===== config.mk =====
export PLATFORM = sky130hd
export DESIGN_NAME = dmem_arbiter
export DESIGN_NICKNAME = d
export VERILOG_FILES = /design/src/rtl/dmem_arbiter.sv
export SDC_FILE = /design/constraint.sdc
export NUM_CORES = 1
export LEC_CHECK = 0
export CAP_MARGIN = 20
export CORE_AREA = 4 4 117 119
export DETAILED_ROUTE_END_ITERATION = 8
export DIE_AREA = 0 0 121 123
export PLACE_DENSITY = 0.74
export SYNTH_ARGS = -nofsm -noshare
export SYNTH_HDL_FRONTEND = slang
export SYNTH_SLANG_ARGS = --single-unit

===== constraint.sdc =====
create_clock -name clk -period 3.5 [get_ports clk]
set_input_delay 0.525 -clock clk [delete_from_list [all_inputs] [get_ports clk]]
set_output_delay 0.525 -clock clk [all_outputs]
set_load 0.01 [all_outputs]

===== src/rtl/dmem_arbiter.sv =====
// Two-requester round-robin arbiter in front of the shared data memory.
// Supports lockable multi-beat ownership, rejects misaligned accesses, and returns registered, width-extended read responses.

module dmem_arb_rsp #(
    parameter int DW = 32
) (
    input  logic          clk,
    input  logic          reset,
    input  logic          i_beat,
    input  logic          i_err,
    input  logic          i_we,
    input  logic          i_uns,
    input  logic [1:0]    i_width,
    input  logic [DW-1:0] i_mem_rdata,
    output logic          o_rvalid,
    output logic          o_err,
    output logic [DW-1:0] o_rdata
);
    logic          r_rvalid;
    logic          r_err;
    logic [DW-1:0] r_rdata;
    logic [DW-1:0] w_ext;

    // Memory already zero-extends, so only the sign fill has to be added here.
    always_comb begin
        w_ext = i_mem_rdata;
        case (i_width)
            2'd0:    w_ext = {{(DW-8){~i_uns & i_mem_rdata[7]}}, i_mem_rdata[7:0]};
            2'd1:    w_ext = {{(DW-16){~i_uns & i_mem_rdata[15]}}, i_mem_rdata[15:0]};
            default: w_ext = i_mem_rdata;
        endcase
    end

    always_ff @(posedge clk) begin
        if (!reset) begin
            r_rvalid <= 1'b0;
            r_err    <= 1'b0;
            r_rdata  <= '0;
        end else begin
            r_rvalid <= i_beat;
            r_err    <= i_beat & i_err;
            if (i_beat)
                r_rdata <= (i_we | i_err) ? '0 : w_ext;
        end
    end

    assign o_rvalid = r_rvalid;
    assign o_err    = r_err;
    assign o_rdata  = r_rdata;
endmodule

module dmem_arbiter #(
    parameter int AW = 32,
    parameter int DW = 32
) (
    input  logic          clk,
    input  logic          reset,
    input  logic          req0,
    input  logic          req1,
    input  logic          we0,
    input  logic          we1,
    input  logic          lock0,
    input  logic          lock1,
    input  logic          uns0,
    input  logic          uns1,
    input  logic [AW-1:0] addr0,
    input  logic [AW-1:0] addr1,
    input  logic [DW-1:0] wdata0,
    input  logic [DW-1:0] wdata1,
    input  logic [1:0]    width0,
    input  logic [1:0]    width1,
    output logic          gnt0,
    output logic          gnt1,
    output logic          rvalid0,
    output logic          rvalid1,
    output logic [DW-1:0] rdata0,
    output logic [DW-1:0] rdata1,
    output logic          err0,
    output logic          err1,
    output logic          mem_wr,
    output logic [AW-1:0] mem_addr,
    output logic [DW-1:0] mem_wdata,
    output logic [1:0]    mem_width,
    input  logic [DW-1:0] mem_rdata
);
    localparam int NUM_REQ = 2;

    typedef enum logic [1:0] {OWN_NONE, OWN_0, OWN_1} owner_t;

    owner_t r_owner;
    logic   r_prio;

    logic [NUM_REQ-1:0]         w_req;
    logic [NUM_REQ-1:0]         w_we;
    logic [NUM_REQ-1:0]         w_lock;
    logic [NUM_REQ-1:0]         w_uns;
    logic [NUM_REQ-1:0][AW-1:0] w_addr;
    logic [NUM_REQ-1:0][DW-1:0] w_wdata;
    logic [NUM_REQ-1:0][1:0]    w_width;
    logic [NUM_REQ-1:0]         w_gnt;
    logic [NUM_REQ-1:0]         w_rvalid;
    logic [NUM_REQ-1:0]         w_err;
    logic [NUM_REQ-1:0][DW-1:0] w_rdata;
    logic                       w_sel;
    logic                       w_any;
    logic                       w_mis;

    assign w_req   = {req1, req0};
    assign w_we    = {we1, we0};
    assign w_lock  = {lock1, lock0};
    assign w_uns   = {uns1, uns0};
    assign w_addr  = {addr1, addr0};
    assign w_wdata = {wdata1, wdata0};
    assign w_width = {width1, width0};

    // An owner blocks the other side even while the owner itself is idle.
    always_comb begin
        w_gnt = '0;
        if (reset) begin
            case (r_owner)
                OWN_0:   w_gnt[0] = w_req[0];
                OWN_1:   w_gnt[1] = w_req[1];
                default: begin
                    if (&w_req)
                        w_gnt[r_prio] = 1'b1;
                    else
                        w_gnt = w_req;
                end
            endcase
        end
    end

    assign w_sel = w_gnt[1];
    assign w_any = |w_gnt;

    always_comb begin
        case (w_width[w_sel])
            2'd0:    w_mis = 1'b0;
            2'd1:    w_mis = w_addr[w_sel][0];
            default: w_mis = |w_addr[w_sel][1:0];
        endcase
    end

    assign mem_addr  = w_addr[w_sel];
    assign mem_wdata = w_wdata[w_sel];
    assign mem_width = w_width[w_sel];
    assign mem_wr    = w_any & w_we[w_sel] & ~w_mis;

    always_ff @(posedge clk) begin
        if (!reset) begin
            r_owner <= OWN_NONE;
            r_prio  <= 1'b0;
        end else if (w_any) begin
            r_prio  <= ~w_sel;
            if (w_lock[w_sel])
                r_owner <= w_sel ? OWN_1 : OWN_0;
            else
                r_owner <= OWN_NONE;
        end
    end

    for (genvar g = 0; g < NUM_REQ; g++) begin : g_rsp
        dmem_arb_rsp #(.DW(DW)) u_rsp (
            .clk        (clk),
            .reset      (reset),
            .i_beat     (w_gnt[g]),
            .i_err      (w_mis),
            .i_we       (w_we[g]),
            .i_uns      (w_uns[g]),
            .i_width    (w_width[g]),
            .i_mem_rdata(mem_rdata),
            .o_rvalid   (w_rvalid[g]),
            .o_err      (w_err[g]),
            .o_rdata    (w_rdata[g])
        );
    end

    assign gnt0    = w_gnt[0];
    assign gnt1    = w_gnt[1];
    assign rvalid0 = w_rvalid[0];
    assign rvalid1 = w_rvalid[1];
    assign err0    = w_err[0];
    assign err1    = w_err[1];
    assign rdata0  = w_rdata[0];
    assign rdata1  = w_rdata[1];
endmodule


==> Word-level counts from Yosys, hierarchy flattened <==
Index checks and enable logic that the tools add are counted.
{ "totals": {"input_bits": 174, "mem_count": 0, "ram_bits": 0, "latchBits": 0, "output_inout_bits": 137, "regBits": 71, "romBits": 0, "wordCells": 60} }
{ "classes": {"n_div": 0, "mul": 0, "add_sub_neg": 0, "bitwise": 14, "shift": 0, "magnitude_cmp": 3, "muxes": 23, "n_reduce_logical": 7, "eq_ne": 5} }
{ "op_table": {"columns": ["operator", "count"], "rows": [
  ["32-bit 2-to-1 mux", 6],
  ["32-bit one-hot mux with 2 select lines", 2],
  ["2-bit 2-to-1 mux", 6],
  ["1-bit bitwise AND", 8],
  ["2-bit by 1-bit equality test with 1-bit output (second input constant)", 4],
  ["2-bit zero test", 3],
  ["1-bit one-hot mux with 2 select lines", 3],
  ["1-bit 2-to-1 mux", 5],
  ["1-bit by 2-bit < comparator with 1-bit output (second input constant)", 2],
  ["1-bit inverter", 4],
  ["2-bit OR reduction", 2],
  ["2-bit equality test (second input constant)", 1],
  ["1-bit bitwise OR", 2],
  ["2-bit AND reduction", 1],
  ["1-bit demux with 1-bit select", 1],
  ["1-bit greater-or-equal comparator (second input constant)", 1],
  ["1-bit logical AND", 1]
]} }

==> Depth between registers and ports, before layout <==
{ "logic_depth": {"ltp_word": 13, "ltp_mapped": 10} }

==> Cells and area by module <==
Synthesis repeated with hierarchy kept, for this count alone.
{ "unflattened": {"hier_cells": 407, "area_unflattened_um2": 3883.7} }
{ "modules_own_cells": {"columns": ["module", "n_inst", "area_each_um2", "cells_each", "seq_area_each_um2"], "rows": [
  ["dmem_arb_rsp", 2, 1400.1, 153, 680.7],
  ["dmem_arbiter", 1, 1083.5, 101, 60.1]
]} }

==> Least setup slack after synthesis <==
No wires, ideal clock.
{ "synth_timing": {"path_kind": "reg-to-output", "startpoint": "register r_owner[0]", "endpoint": "output mem_wdata[16]", "stages_incl_launch_ff": 11, "setup_slack_ns": 1.184, "path_buffers": 3, "arrival_ns": 1.791, "path_cell_list": "dfxtp_1 > inv_1 > ha_1 > o211a_1 > nand2_1 > buf_6 > inv_4 > buf_2 > buf_1 > nand2_1 > nand2_1"} }
{ "synth_via": {"elab_chain_cells": 5} }
{ "synth_lines": {"columns": ["element", "line_no", "text"], "rows": [
  ["from (decl)", "90", "owner_t r_owner;"],
  ["from (signal assigned)", "156", "r_owner <= w_sel ? OWN_1 : OWN_0;"],
  ["2-bit equality test or 2-bit by 1-bit equality test with 1-bit output (tied branches)", "120", "case (r_owner)"],
  ["1-bit one-hot mux with 2 select lines (*)", "120", null],
  ["2-bit 2-to-1 mux (*)", "119", "if (reset) begin"],
  ["32-bit 2-to-1 mux (implied by the code) (*) (2 in series)", "145", "assign mem_wdata = w_wdata[w_sel];"],
  ["to (decl)", "82", "output logic [DW-1:0] mem_wdata,"]
]} }
Every way passes the cells marked *; elsewhere a longest branch is shown, timed or not. The select of a mux whose other input is x is not followed.

==> Worst setup path after layout <==
{ "layout_timing": {"startpoint": "register r_owner[0]", "endpoint": "output mem_wr"} }
{ "layout_via": {"elab_chain_cells": 9} }
{ "layout_lines": {"columns": ["element", "line_no", "text"], "rows": [
  ["2-bit equality test or 2-bit by 1-bit equality test with 1-bit output (tied branches)", "120", null],
  ["1-bit one-hot mux with 2 select lines", "120", null],
  ["2-bit 2-to-1 mux (*)", "119", null],
  ["2-bit 2-to-1 mux (implied by the code) or 32-bit 2-to-1 mux (tied branches) (2 in series)", null, null],
  ["2-bit by 1-bit equality test with 1-bit output, or another cell as far along", "137", "case (w_width[w_sel])"],
  ["1-bit one-hot mux with 2 select lines", "137", null],
  ["1-bit inverter", "147", "assign mem_wr = w_any & w_we[w_sel] & ~w_mis;"],
  ["1-bit bitwise AND (*)", "147", null],
  ["to (decl)", "80", "output logic mem_wr,"]
]} }
Marks and branches as above.

==> key figures <==
Timing
  – Least-Margin Pin Slew: 0.977 ns
  – Unrepaired setup endpoints after global routing: false
  – Setup TNS: 0 ns
  – Pins Over Slew Limit: 0
  – Post-layout min period: 3.14 ns
  – Maximum clock frequency: 319 MHz
  – Final count of hold timing violations: 0
  – Tcrit/Tclk final: 0.896
  – Relative slew slack: 0.345
  – # setup viols final: 0
  – Setup Skew: 0.00478 ns
  – Final hold slack: 0.464 ns

Routing
  – Metal3 WL: 1360 microns
  – Antenna Nets Post-Route: 0
  – 1st-pass router iterations: 6
  – Drt initial violations: 303
  – M1 WL: 5910 microns
  – Max Used Layer: met4
  – Via density: 4.65
  – DRT Wirelength: 15500 microns
  – Routed wire per std cell: 16.2 microns
  – Via count: 4433
  – Detailed route wirelength on metal2: 7760 microns
  – Post-route DRC: 0

Power and ir drop
  – Max VDD drop: 0.221 mV
  – Tot Pwr: 0.00250 W
  – Pwr/cell area: 351 nW/um^2
  – Leak: 2.99 nW

Die
  – Die W: 121 microns
  – IO Pins: 311
  – Initial core utilization: 0.282
  – Die H: 123 microns
  – Die ar.: 14900 sq um
  – Core ar.: 12600 sq um
  – Rows: 41

Place
  – Dpl hpwl: 12200 microns
  – # port buffers: 310
  – RePlAce Congestion: 0.904

Clock tree
  – Clk slew on worst S/H paths: 0.06 ns
  – Bufs on Longest Clock Path: 2
  – Worst skew pair latency: 0.33 ns
  – CTS sink cnt: 71
  – H-tree depth: 3
  – CTS resizes: 0
  – Post-CTS Setup Inserts: 0
  – Cts hold-fix bufs: 0
  – Num CTS Buffers: 9
  – Root Buffer: clkbuf_16
  – CTS tree: built

Worst setup path
  – Critical path class: register to output pin
  – Worst EP arrival: 2.61 ns
  – CP Max Fanout: 73
  – Worst setup path startpoint: r_owner[0]
  – Startpoint types: register
  – Reg2reg start: r_owner[0]
  – CP endpoint kind: output pin
  – Req. time, crit path: 2.97 ns

Global route
  – Vias in the first global route: 4475
  – Initial antenna violation count: 0
  – First-pass GRT wire length: 23200 microns
  – Largest net degree at the start of global routing: 74
  – Grt ovf: 0
  – Overall Global Routing Usage: 0.196

Layout
  – Share of cells above drive strength 1: 0.0474
  – Multi-input logic area: 1940 sq um
  – Layout area overhead: 101%
  – Nets@finish: 951
  – Flip-flop and latch area: 1420 sq um
  – Fillers: 1102

Logic synthesis
  – Asr flop ratio synth: 0
  – Flops & latches, synth: 71
  – Post-synth top area cell: dfxtp_1
  – Yosys Warn Count: 0
  – Top cells by count, synth: nand2_1, dfxtp_1, a22o_1
  – Mapped Nets: 655
  – Synth area leaders: dfxtp_1, nand2_1, a22o_1, o2bb2ai_1, a21oi_1
  – Sequential share of the synthesized area: 0.401
  – Yosys cell types: 34
  – Gate Count Post-Synth: 479
  – Synth Cell Area: 3540 sq um
  – Top cell type's share of synthesized area: 0.401
  – Mean Syn Cell Area: 7.39 sq um
  – Cell with the most instances after synthesis: nand2_1
  – Ys flop type: dfxtp_1
  – EDFF count, synth: 0

Status
  – Status: finished clean

Worst hold path
  – Min-delay src: g_rsp[1].u_rsp.o_rdata[20]
  – Hold Crit Class: register to register

Job
  – Maxcap violations: 0
-- stage by stage --
step                utilization  cells  instance area [sq um]  worst slack [ns]
floorplan                     -    479                   3540              1.18
global placement          0.542    936                   6820             0.416
detailed placement        0.542    936                   6820             0.372
CTS                       0.566    952                   7110             0.324
global route              0.566    952                   7110             0.187
finish                    0.566    953                   7110             0.363
-- routing by layer --
metal / track usage / vias to the layer above
met5: 0 / -
met4: 0.0814 / 0
met3: 0.0595 / 27
met2: 0.345 / 207
met1: 0.222 / 2003
li1: - / 2196
-- registers in the layout, summed over array words and instances (netlist names) --
name                  cells
g_rsp.u_rsp.o_rdata      64
g_rsp.u_rsp.o_err         2
g_rsp.u_rsp.o_rvalid      2
r_owner                   2
r_prio                    1
-- worst max-delay path, cell delays in order (launching register included) --
cell	delay [ns]
dfxtp_1	0.36
inv_1	0.06
ha_1	0.34
o211a_1	0.26
nand2_2	0.13
buf_12	0.30
nand3_1	0.11
a21oi_1	0.15
clkdlybuf4s50_1	0.57
-- power breakdown --
part | total (W) | internal (W) | switching (W)
combinational | 0.000762 | 0.000444 | 0.000318
sequential | 0.000857 | 0.000840 | 0.0000169
clock | 0.000880 | 0.000548 | 0.000332
-- path summary, 6_finish.rpt --
| path | endpoint | slack (ns) | depth (start not counted) |
|---|---|---|---|
| hold / removal | g_rsp[1].u_rsp.o_rdata[20] | 0.46 | 1 |
| setup reg to reg | g_rsp[1].u_rsp.o_rdata[15] | 0.85 | 8 |
| hold reg to reg | g_rsp[1].u_rsp.o_rdata[20] | 0.46 | 1 |
| setup / recovery | mem_wr | 0.36 | 8 |
-- layout make-up --
type	instances	share of cell area
Tap cell	172	0.0303
Inverter	5	0.00299
Sequential cell	71	0.200
Timing Repair Buffer	322	0.453
Clock inverter	6	0.00862
Antenna cell	1	0.000352
Clock buffer	10	0.0322
Multi-Input combinational cell	366	0.273
-- cells in the final DEF, fill, tap and decap left out, types with 3 or more instances in the layout --
master / count
clkdlybuf4s50_1: 310
nand2_1: 217
dfxtp_1: 71
a22o_1: 48
a21oi_1: 20
o21ai_0: 16
nand2b_1: 16
o2bb2ai_1: 16
buf_4: 10
clkbuf_16: 9
nand3_1: 4
inv_1: 4
clkinv_2: 3
-- kinds of logic after synthesis --
| kind of cell | after synthesis | share of synthesized area |
|---|---|---|
| AND/OR/NAND/NOR | 253 | 0.292 |
| AO/OA/AOI/OAI | 108 | 0.237 |
| flip-flops | 71 | 0.401 |
| buffers and inverters | 42 | 0.0537 |
| multiplexers | 3 | 0.00883 |
| adder cells (fa/ha/maj) | 2 | 0.00706 |
(Power assumes the default switching activity.)
